`config.mk`:
```
export PLATFORM = sky130hd
export DESIGN_NAME = event_pulse_stretcher
export DESIGN_NICKNAME = d
export VERILOG_FILES = /design/src/rtl/event_pulse_stretcher_pkg.sv /design/src/rtl/sat_updown_counter.sv /design/src/rtl/event_pulse_stretcher.sv
export SDC_FILE = /design/constraint.sdc
export NUM_CORES = 1
export LEC_CHECK = 0
export ABC_AREA = 0
export CORE_UTILIZATION = 35
export CTS_BUF_LIST = sky130_fd_sc_hd__clkbuf_16
export CTS_CLUSTER_DIAMETER = 50
export DETAILED_ROUTE_END_ITERATION = 8
export GPL_TIMING_DRIVEN = 0
export PLACE_DENSITY = 0.58
export SYNTH_ARGS = -nofsm -noshare
export SYNTH_HDL_FRONTEND = slang
export SYNTH_HIERARCHICAL = 1
export SYNTH_SLANG_ARGS = --single-unit
```
`constraint.sdc`:
```
create_clock -name clk -period 5.79 [get_ports clk]
set_input_delay 1.158 -clock clk [delete_from_list [all_inputs] [get_ports clk]]
set_output_delay 1.158 -clock clk [all_outputs]
set_load 0.05 [all_outputs]
```
`src/rtl/event_pulse_stretcher_pkg.sv`:
```
// Shared constants for the event pulse stretcher.
// State encoding and ms-to-cycle conversion.
package event_pulse_stretcher_pkg;

  localparam int CLK_HZ = 100_000_000;

  localparam logic [1:0] ST_IDLE = 2'd0;
  localparam logic [1:0] ST_ON   = 2'd1;
  localparam logic [1:0] ST_GAP  = 2'd2;

  function automatic int ms_to_cycles(input int ms);
    return (CLK_HZ / 1000) * ms;
  endfunction

endpackage

```
`src/rtl/sat_updown_counter.sv`:
```
// Saturating up/down counter for queued events.
// Simultaneous inc and dec hold the value.
module sat_updown_counter #(
  parameter int PEND_W = 4
) (
  input  logic              clk,
  input  logic              rst_n,
  input  logic              clear,
  input  logic              inc,
  input  logic              dec,
  output logic [PEND_W-1:0] cnt,
  output logic              sat
);

  localparam logic [PEND_W-1:0] MAX = '1;

  assign sat = (cnt == MAX);

  // count up to MAX, down to zero, never wrap
  always_ff @(posedge clk or negedge rst_n) begin
    if (!rst_n) begin
      cnt <= '0;
    end else if (clear) begin
      cnt <= '0;
    end else if (inc && !dec && !sat) begin
      cnt <= cnt + 1'b1;
    end else if (dec && !inc && (cnt != '0)) begin
      cnt <= cnt - 1'b1;
    end
  end

endmodule

```
`src/rtl/event_pulse_stretcher.sv`:
```
// Stretches 1-cycle event strobes into ON windows
// separated by OFF gaps; bursts are queued.
module event_pulse_stretcher
  import event_pulse_stretcher_pkg::*;
#(
  parameter int ON_CYCLES  = ms_to_cycles(50),
  parameter int GAP_CYCLES = ms_to_cycles(50),
  parameter int PEND_W     = 4
) (
  input  logic              clk,
  input  logic              rst_n,
  input  logic              pulse_in,
  input  logic              clear,
  output logic              level_out,
  output logic              busy,
  output logic [PEND_W-1:0] pend_cnt,
  output logic              overflow
);

  localparam int TMAX =
    (ON_CYCLES > GAP_CYCLES) ? ON_CYCLES : GAP_CYCLES;
  localparam int TW = $clog2(TMAX + 1);
  localparam logic [TW-1:0] ON_LOAD  = TW'(ON_CYCLES - 1);
  localparam logic [TW-1:0] GAP_LOAD = TW'(GAP_CYCLES - 1);

  logic [1:0]    state;
  logic [1:0]    state_nx;
  logic [TW-1:0] timer;
  logic [TW-1:0] timer_nx;
  logic          on_s;
  logic          gap_s;
  logic          expire;
  logic          pend_nz;
  logic          inc;
  logic          dec;
  logic          sat;

  assign on_s    = (state == ST_ON);
  assign gap_s   = (state == ST_GAP);
  assign expire  = (timer == '0);
  assign pend_nz = (pend_cnt != '0);
  assign busy    = (state != ST_IDLE);

  // a pulse that itself restarts ON from an empty queue is consumed
  assign inc = pulse_in &&
               (on_s || (gap_s && !(expire && !pend_nz)));
  assign dec = gap_s && expire && pend_nz;

  // next state and timer
  always_comb begin
    state_nx = state;
    timer_nx = timer;
    unique case (1'b1)
      on_s: begin
        if (expire) begin
          state_nx = ST_GAP;
          timer_nx = GAP_LOAD;
        end else begin
          timer_nx = timer - 1'b1;
        end
      end
      gap_s: begin
        if (expire) begin
          if (pend_nz || pulse_in) begin
            state_nx = ST_ON;
            timer_nx = ON_LOAD;
          end else begin
            state_nx = ST_IDLE;
            timer_nx = '0;
          end
        end else begin
          timer_nx = timer - 1'b1;
        end
      end
      default: begin
        if (pulse_in) begin
          state_nx = ST_ON;
          timer_nx = ON_LOAD;
        end
      end
    endcase
  end

  // state, timer and registered drive level
  always_ff @(posedge clk or negedge rst_n) begin
    if (!rst_n) begin
      state     <= ST_IDLE;
      timer     <= '0;
      level_out <= 1'b0;
    end else if (clear) begin
      state     <= ST_IDLE;
      timer     <= '0;
      level_out <= 1'b0;
    end else begin
      state     <= state_nx;
      timer     <= timer_nx;
      level_out <= (state_nx == ST_ON);
    end
  end

  // sticky flag for events lost to a full queue
  always_ff @(posedge clk or negedge rst_n) begin
    if (!rst_n) begin
      overflow <= 1'b0;
    end else if (clear) begin
      overflow <= 1'b0;
    end else if (inc && !dec && sat) begin
      overflow <= 1'b1;
    end
  end

  sat_updown_counter #(
    .PEND_W(PEND_W)
  ) u_pend (
    .clk   (clk),
    .rst_n (rst_n),
    .clear (clear),
    .inc   (inc),
    .dec   (dec),
    .cnt   (pend_cnt),
    .sat   (sat)
  );

endmodule
```
# ---- Word level (Yosys, flattened, before mapping)
# Index checks and enable logic that the tools add are counted.
# Widths: inputs -> output; s select.
dict set report word_totals {
  word_cells 53
  out_inout_bits 7
  regBits 31
}
dict set report op_classes {
  reduce_logical 23
  n_eq_ne 4
  addsub 3
  n_mux 18
}
# op count
set ops {}
lappend ops {{$mux 23} 5}
lappend ops {{$pmux 23 s2} 1}
lappend ops {{$logic_not 23->1} 1}
lappend ops {{$sub 23x1->23 const B} 1}
lappend ops {{$mux 4} 3}
lappend ops {{$logic_and 1x1->1} 10}
lappend ops {{$mux 2} 4}
lappend ops {{$reduce_bool 4->1} 2}
lappend ops {{$logic_not 1->1} 5}
lappend ops {{$add 4x1->4 const B} 1}
lappend ops {{$eq 2x1->1 const B} 2}
lappend ops {{$eq 4x4->1 const B} 1}
lappend ops {{$mux 1} 4}
lappend ops {{$pmux 2 s2} 1}
lappend ops {{$reduce_bool 2->1} 2}
lappend ops {{$sub 4x1->4 const B} 1}
lappend ops {{$reduce_bool 3->1} 1}
lappend ops {{$eq 2x2->1 const B} 1}
lappend ops {{$logic_or 1x1->1} 2}

# ---- Depth between registers and ports, before layout
dict set report logic_depth {
  ltp_word 13
  ltp_mapped 12
  ltp_nobuf 12
}

# ---- Hierarchy
# Netlist, hierarchy kept.
# mod seq_area_each_um2 cells_each instances area_each_um2
set by_module_without_submodules {}
lappend by_module_without_submodules {event_pulse_stretcher 675.6 189 1 1699.1}
lappend by_module_without_submodules {sat_updown_counter 100.1 32 1 327.8}

# ---- Worst setup path before layout
# OpenSTA, ideal clock, no wires.
dict set report synth_path {
  kind {register to register}
  start {register timer[14]}
  end {register u_pend.cnt[3]}
  setup_time_ns 0.087
  path_stages_with_launch 12
  path_buffers 1
  arrival_time_ns 3.199
  required_ns 5.703
  path_slack_ns 2.504
  period_less_slack_ns 3.286
  cell_sequence {dfrtp_1 > or4_1 > clkbuf_1 > or4_1 > nor4_1 > nand2b_1 > or2_1 > ha_1 > a21o_1 > a21oi_1 > a21oi_1 > a211oi_2}
}
dict set report synth_via {
  elab_cells_between_ends 17
  cone_classes {mux (2); reduce/logical (15)}
}
# item line_no
set synth_rtl {}
lappend synth_rtl {{start, declared} event_pulse_stretcher.sv:28} ;# logic [TW-1:0] timer;
lappend synth_rtl {{start signal, assigned} event_pulse_stretcher.sv:96} ;# timer <= timer_nx;
lappend synth_rtl {{$logic_not 23->1 *} event_pulse_stretcher.sv:40} ;# assign expire = (timer == '0);
lappend synth_rtl {{$logic_and 1x1->1 * (2 in a row)} event_pulse_stretcher.sv:47} ;# assign dec = gap_s && expire && pend_nz;
lappend synth_rtl {{via dec} event_pulse_stretcher.sv:35} ;# logic dec;
lappend synth_rtl {{$logic_not 1->1} sat_updown_counter.sv:25} ;# end else if (inc && !dec && !sat) begin
lappend synth_rtl {{$logic_and 1x1->1 (2 in a row)} sat_updown_counter.sv:25}
lappend synth_rtl {{$mux 4} sat_updown_counter.sv:25}
lappend synth_rtl {{$mux 4} sat_updown_counter.sv:23} ;# end else if (clear) begin
lappend synth_rtl {{end signal, assigned} sat_updown_counter.sv:26} ;# cnt <= cnt + 1'b1;
lappend synth_rtl {{end signal, assigned} sat_updown_counter.sv:28} ;# cnt <= cnt - 1'b1;
lappend synth_rtl {{end, declared} sat_updown_counter.sv:11} ;# output logic [PEND_W-1:0] cnt,
# Mark *: on every way through the listed nets, which the timed path passes. The rest lies on a longest branch.
# A chain may end at the register's enable or synchronous reset.

# ---- Worst setup path after layout
# Ends and elaborated chain as after synthesis.

==> metrics.md <==
| Metric | Value |
|---|---|
| All-Layer GR Usage | `17.6%` |
| Worst-Margin Slew | `908 ps` |
| Seq/Total Area, Yosys | `38.3%` |
| Status | `complete, no violations` |
| DR vias/cell | `5.67` |
| Overall routed net length | `4740 µm` |
| CP max FO | `7` |
| CTS buffer count | `5` |
| Final setup margin | `2130 ps` |
| Relative slew margins | `39.0%` |
| Initial Util | `36.6%` |
| Cells after synthesis | `221` |
| #FFs+latches synth | `31` |
| Via Count | `1751` |
| Peak supply drop | `0.165 mV` |
| Post-Syn Nets | `233` |
| Initial antenna violation count | `0` |
| Die area | `6100 µm²` |
| Synth cell types | `46` |
| Clk Tree Root Cell | `clkbuf_16` |
| Core ar. | `5540 µm²` |
| Clock buffer depth | `2` |
| PwrDens | `359 nW/µm²` |
| 1st-iter DRT viols | `67` |
| Fmax | `273 MHz` |
| EDFF count, synth | `0` |
| Leak | `0.975 nW` |
| IO Count | `11` |
| Crit share post-route | `63.2%` |
| I/O Buffers | `10` |
| Prevailing post-synth register cell | `dfrtp_1` |
| Asr flop ratio synth | `100%` |
| Average size of a mapped cell | `9.17 µm²` |
| Share of cells above drive strength 1 | `8.44%` |
| Critical Path RT | `5980 ps` |
| Cts hold-fix bufs | `0` |
| Die span in y | `78.1 µm` |
| Antenna viol nets, final | `0` |
| Drt drc | `0` |
| Largest net degree at the start of global routing | `32` |
| Hold Violations, Final | `0` |
| Worst path arrival time | `3850 ps` |
| Minimum clock period | `3660 ps` |
| Hold WC Path Type | `reg2reg` |
| Post-CTS Setup Bufs | `0` |
| H-tree depth | `2` |
| Avg WL per Cell | `15.3 µm` |
| Chip width | `78.1 µm` |
| Startpoint Class | `flip-flop` |
| RSZ-0062 raised after global routing | `false` |
| First-pass GRT wire length | `8390 µm` |
| Antenna diode count | `0` |
| Clock-pin slew on the worst setup and hold paths | `50 ps` |
| CP endpoint kind | `flip-flop` |
| Post-cts gate resize count | `0` |
| Synthesis-to-layout area growth | `15.5%` |
| Clock tree from TritonCTS | `done` |
| Max_cap viols | `0` |
| Max Slew Vio Count | `0` |
| Max Clock Skew | `5.81 ps` |
| Clk sinks | `31` |
| Drt pass-1 iters | `5` |
| DP HPWL | `3250 µm` |
| CP Class | `reg2reg` |
| Final setup fails | `0` |
| NumNets Final | `250` |
| Clk_lat worst skew | `270 ps` |
| Synth Warn # | `6` |
| Post-Syn Area | `2030 µm²` |
| Setup_tns | `0 ps` |
| Routability cong. | `0.771` |
| Total gr overflow | `0` |
| Row count | `27` |
| Placement Setup Slack | `2030 ps` |
| Vias in the first global route | `1722` |
## critical path: stages, from the launching register on
cell	delay [ps]
dfrtp_1	420
or4_1	530
clkbuf_1	190
or4_1	520
nor4_1	590
nand2b_1	270
or2_1	170
ha_1	230
a21o_1	170
a21oi_1	220
a21oi_1	80
a211oi_2	190
## cells in the final DEF (no fill, tap or decap), types with 3 or more instances in the layout
master,n
a21o_1,3
a21oi_1,6
a22o_1,12
clkbuf_1,8
clkbuf_16,5
clkdlybuf4s50_1,9
dfrtp_1,31
ha_1,7
inv_1,11
nand2_1,12
nand3_1,9
nor2_1,24
nor3_1,16
nor4_1,6
o21ai_0,8
o31ai_1,12
or3_1,6
or4_1,5
xnor2_1,5
xor2_1,5
## through the flow
| stage | utilization (%) | cell area (µm²) | hold slack (ps) | cells | power (W) |
|---|---|---|---|---|---|
| after floorplan | - | 2030 | 497 | 221 | 0.000522 |
| after detailed placement | 39.9 | 2210 | 498 | 303 | 0.000603 |
| after global routing | 42.3 | 2340 | 542 | 309 | 0.000899 |
| after CTS | 42.3 | 2340 | 509 | 309 | 0.000847 |
| final | 42.3 | 2340 | 502 | 309 | 0.000841 |
| after global placement | 40.0 | 2220 | 481 | 303 | 0.000602 |
## cell type report
| class | count | area, µm² |
|---|---|---|
| inverters | 10 | 37.5 |
| fillers | 587 | 3200 |
| clock buffers | 5 | 125 |
| plain buffers | 11 | 52.6 |
| multi-input cells | 169 | 1160 |
| repair buffers | 10 | 95.1 |
| well taps | 72 | 90.1 |
| clock inverters | 1 | 3.75 |
| flip-flops and latches | 31 | 776 |
## path summary, 6_finish.rpt
| kind | depth (start not counted) | from | endpoint | slack (ps) |
|---|---|---|---|---|
| setup reg to reg | 11 | timer[14] | u_pend/cnt[3] | 2130 |
| max in group asynchronous | 1 | rst_n | timer[11] | 4390 |
| min in group asynchronous | 1 | rst_n | state[1] | 940 |
| setup / recovery | 11 | timer[14] | u_pend/cnt[3] | 2130 |
| hold reg to reg | 2 | overflow | overflow | 500 |
| hold / removal | 2 | overflow | overflow | 500 |
## where the power goes
| part | internal [W] | leakage, nW | switching (W) | total (W) |
|---|---|---|---|---|
| registers | 0.000248 | 0.413 | 0.0000412 | 0.000289 |
| logic | 0.000119 | 0.495 | 0.000194 | 0.000313 |
| clock network | 0.000152 | 0.0669 | 0.0000873 | 0.000240 |
## state kept, by name, indices dropped and copies added (netlist names)
signal and count:
timer 23, overflow 1, level_out 1, u_pend/cnt 4, state 2
## Yosys cell counts (2+ instances only)
cell       n  share of area (%)
xor2_1     5                2.2
a22o_1    12                5.2
o31ai_1   12                4.4
nand2_1   12                2.2
a211oi_2   2                1.2
nor2_1    24                4.4
o21ai_0    8                2.0
o41ai_1    2               0.86
or2_1      2               0.62
a21o_1     3                1.1
nor4_1     6                1.9
inv_1     10                1.9
ha_1       7                4.3
dfrtp_1   31                 38
or4_4      2                1.1
clkbuf_1   8                1.5
a21oi_1    6                1.5
or3_1      6                1.9
nor3_1    16                4.0
nand2b_1   2               0.62
nand4_1    2               0.62
xnor2_1    5                2.2
or4_1      5                1.9
mux2i_1    2               0.99
nand3_1    9                2.2
a31oi_1    2               0.62
## logic make-up (layout without fill, tap and decap cells)
kind of cell / count (synthesis) / in the layout / synth area share [%]
AND/OR/NAND/NOR: 93 / 93 / 25.4
AO/OA/AOI/OAI: 56 / 56 / 21.2
flip-flops: 31 / 31 / 38.3
buffers and inverters: 21 / 37 / 4.44
XOR/XNOR: 10 / 10 / 4.32
adder cells (fa/ha/maj): 8 / 8 / 5.31
multiplexers: 2 / 2 / 0.988
## per-layer routing
metal	global-route usage [%]	part of all wire, %	vias up
li1	-	-	865
met2	27.5	43	27
met4	7.41	1.5	0
met1	23.5	52	852
met3	3.60	2.9	7
met5	0	0	-
Note: power is estimated with default switching activity, not from simulation.
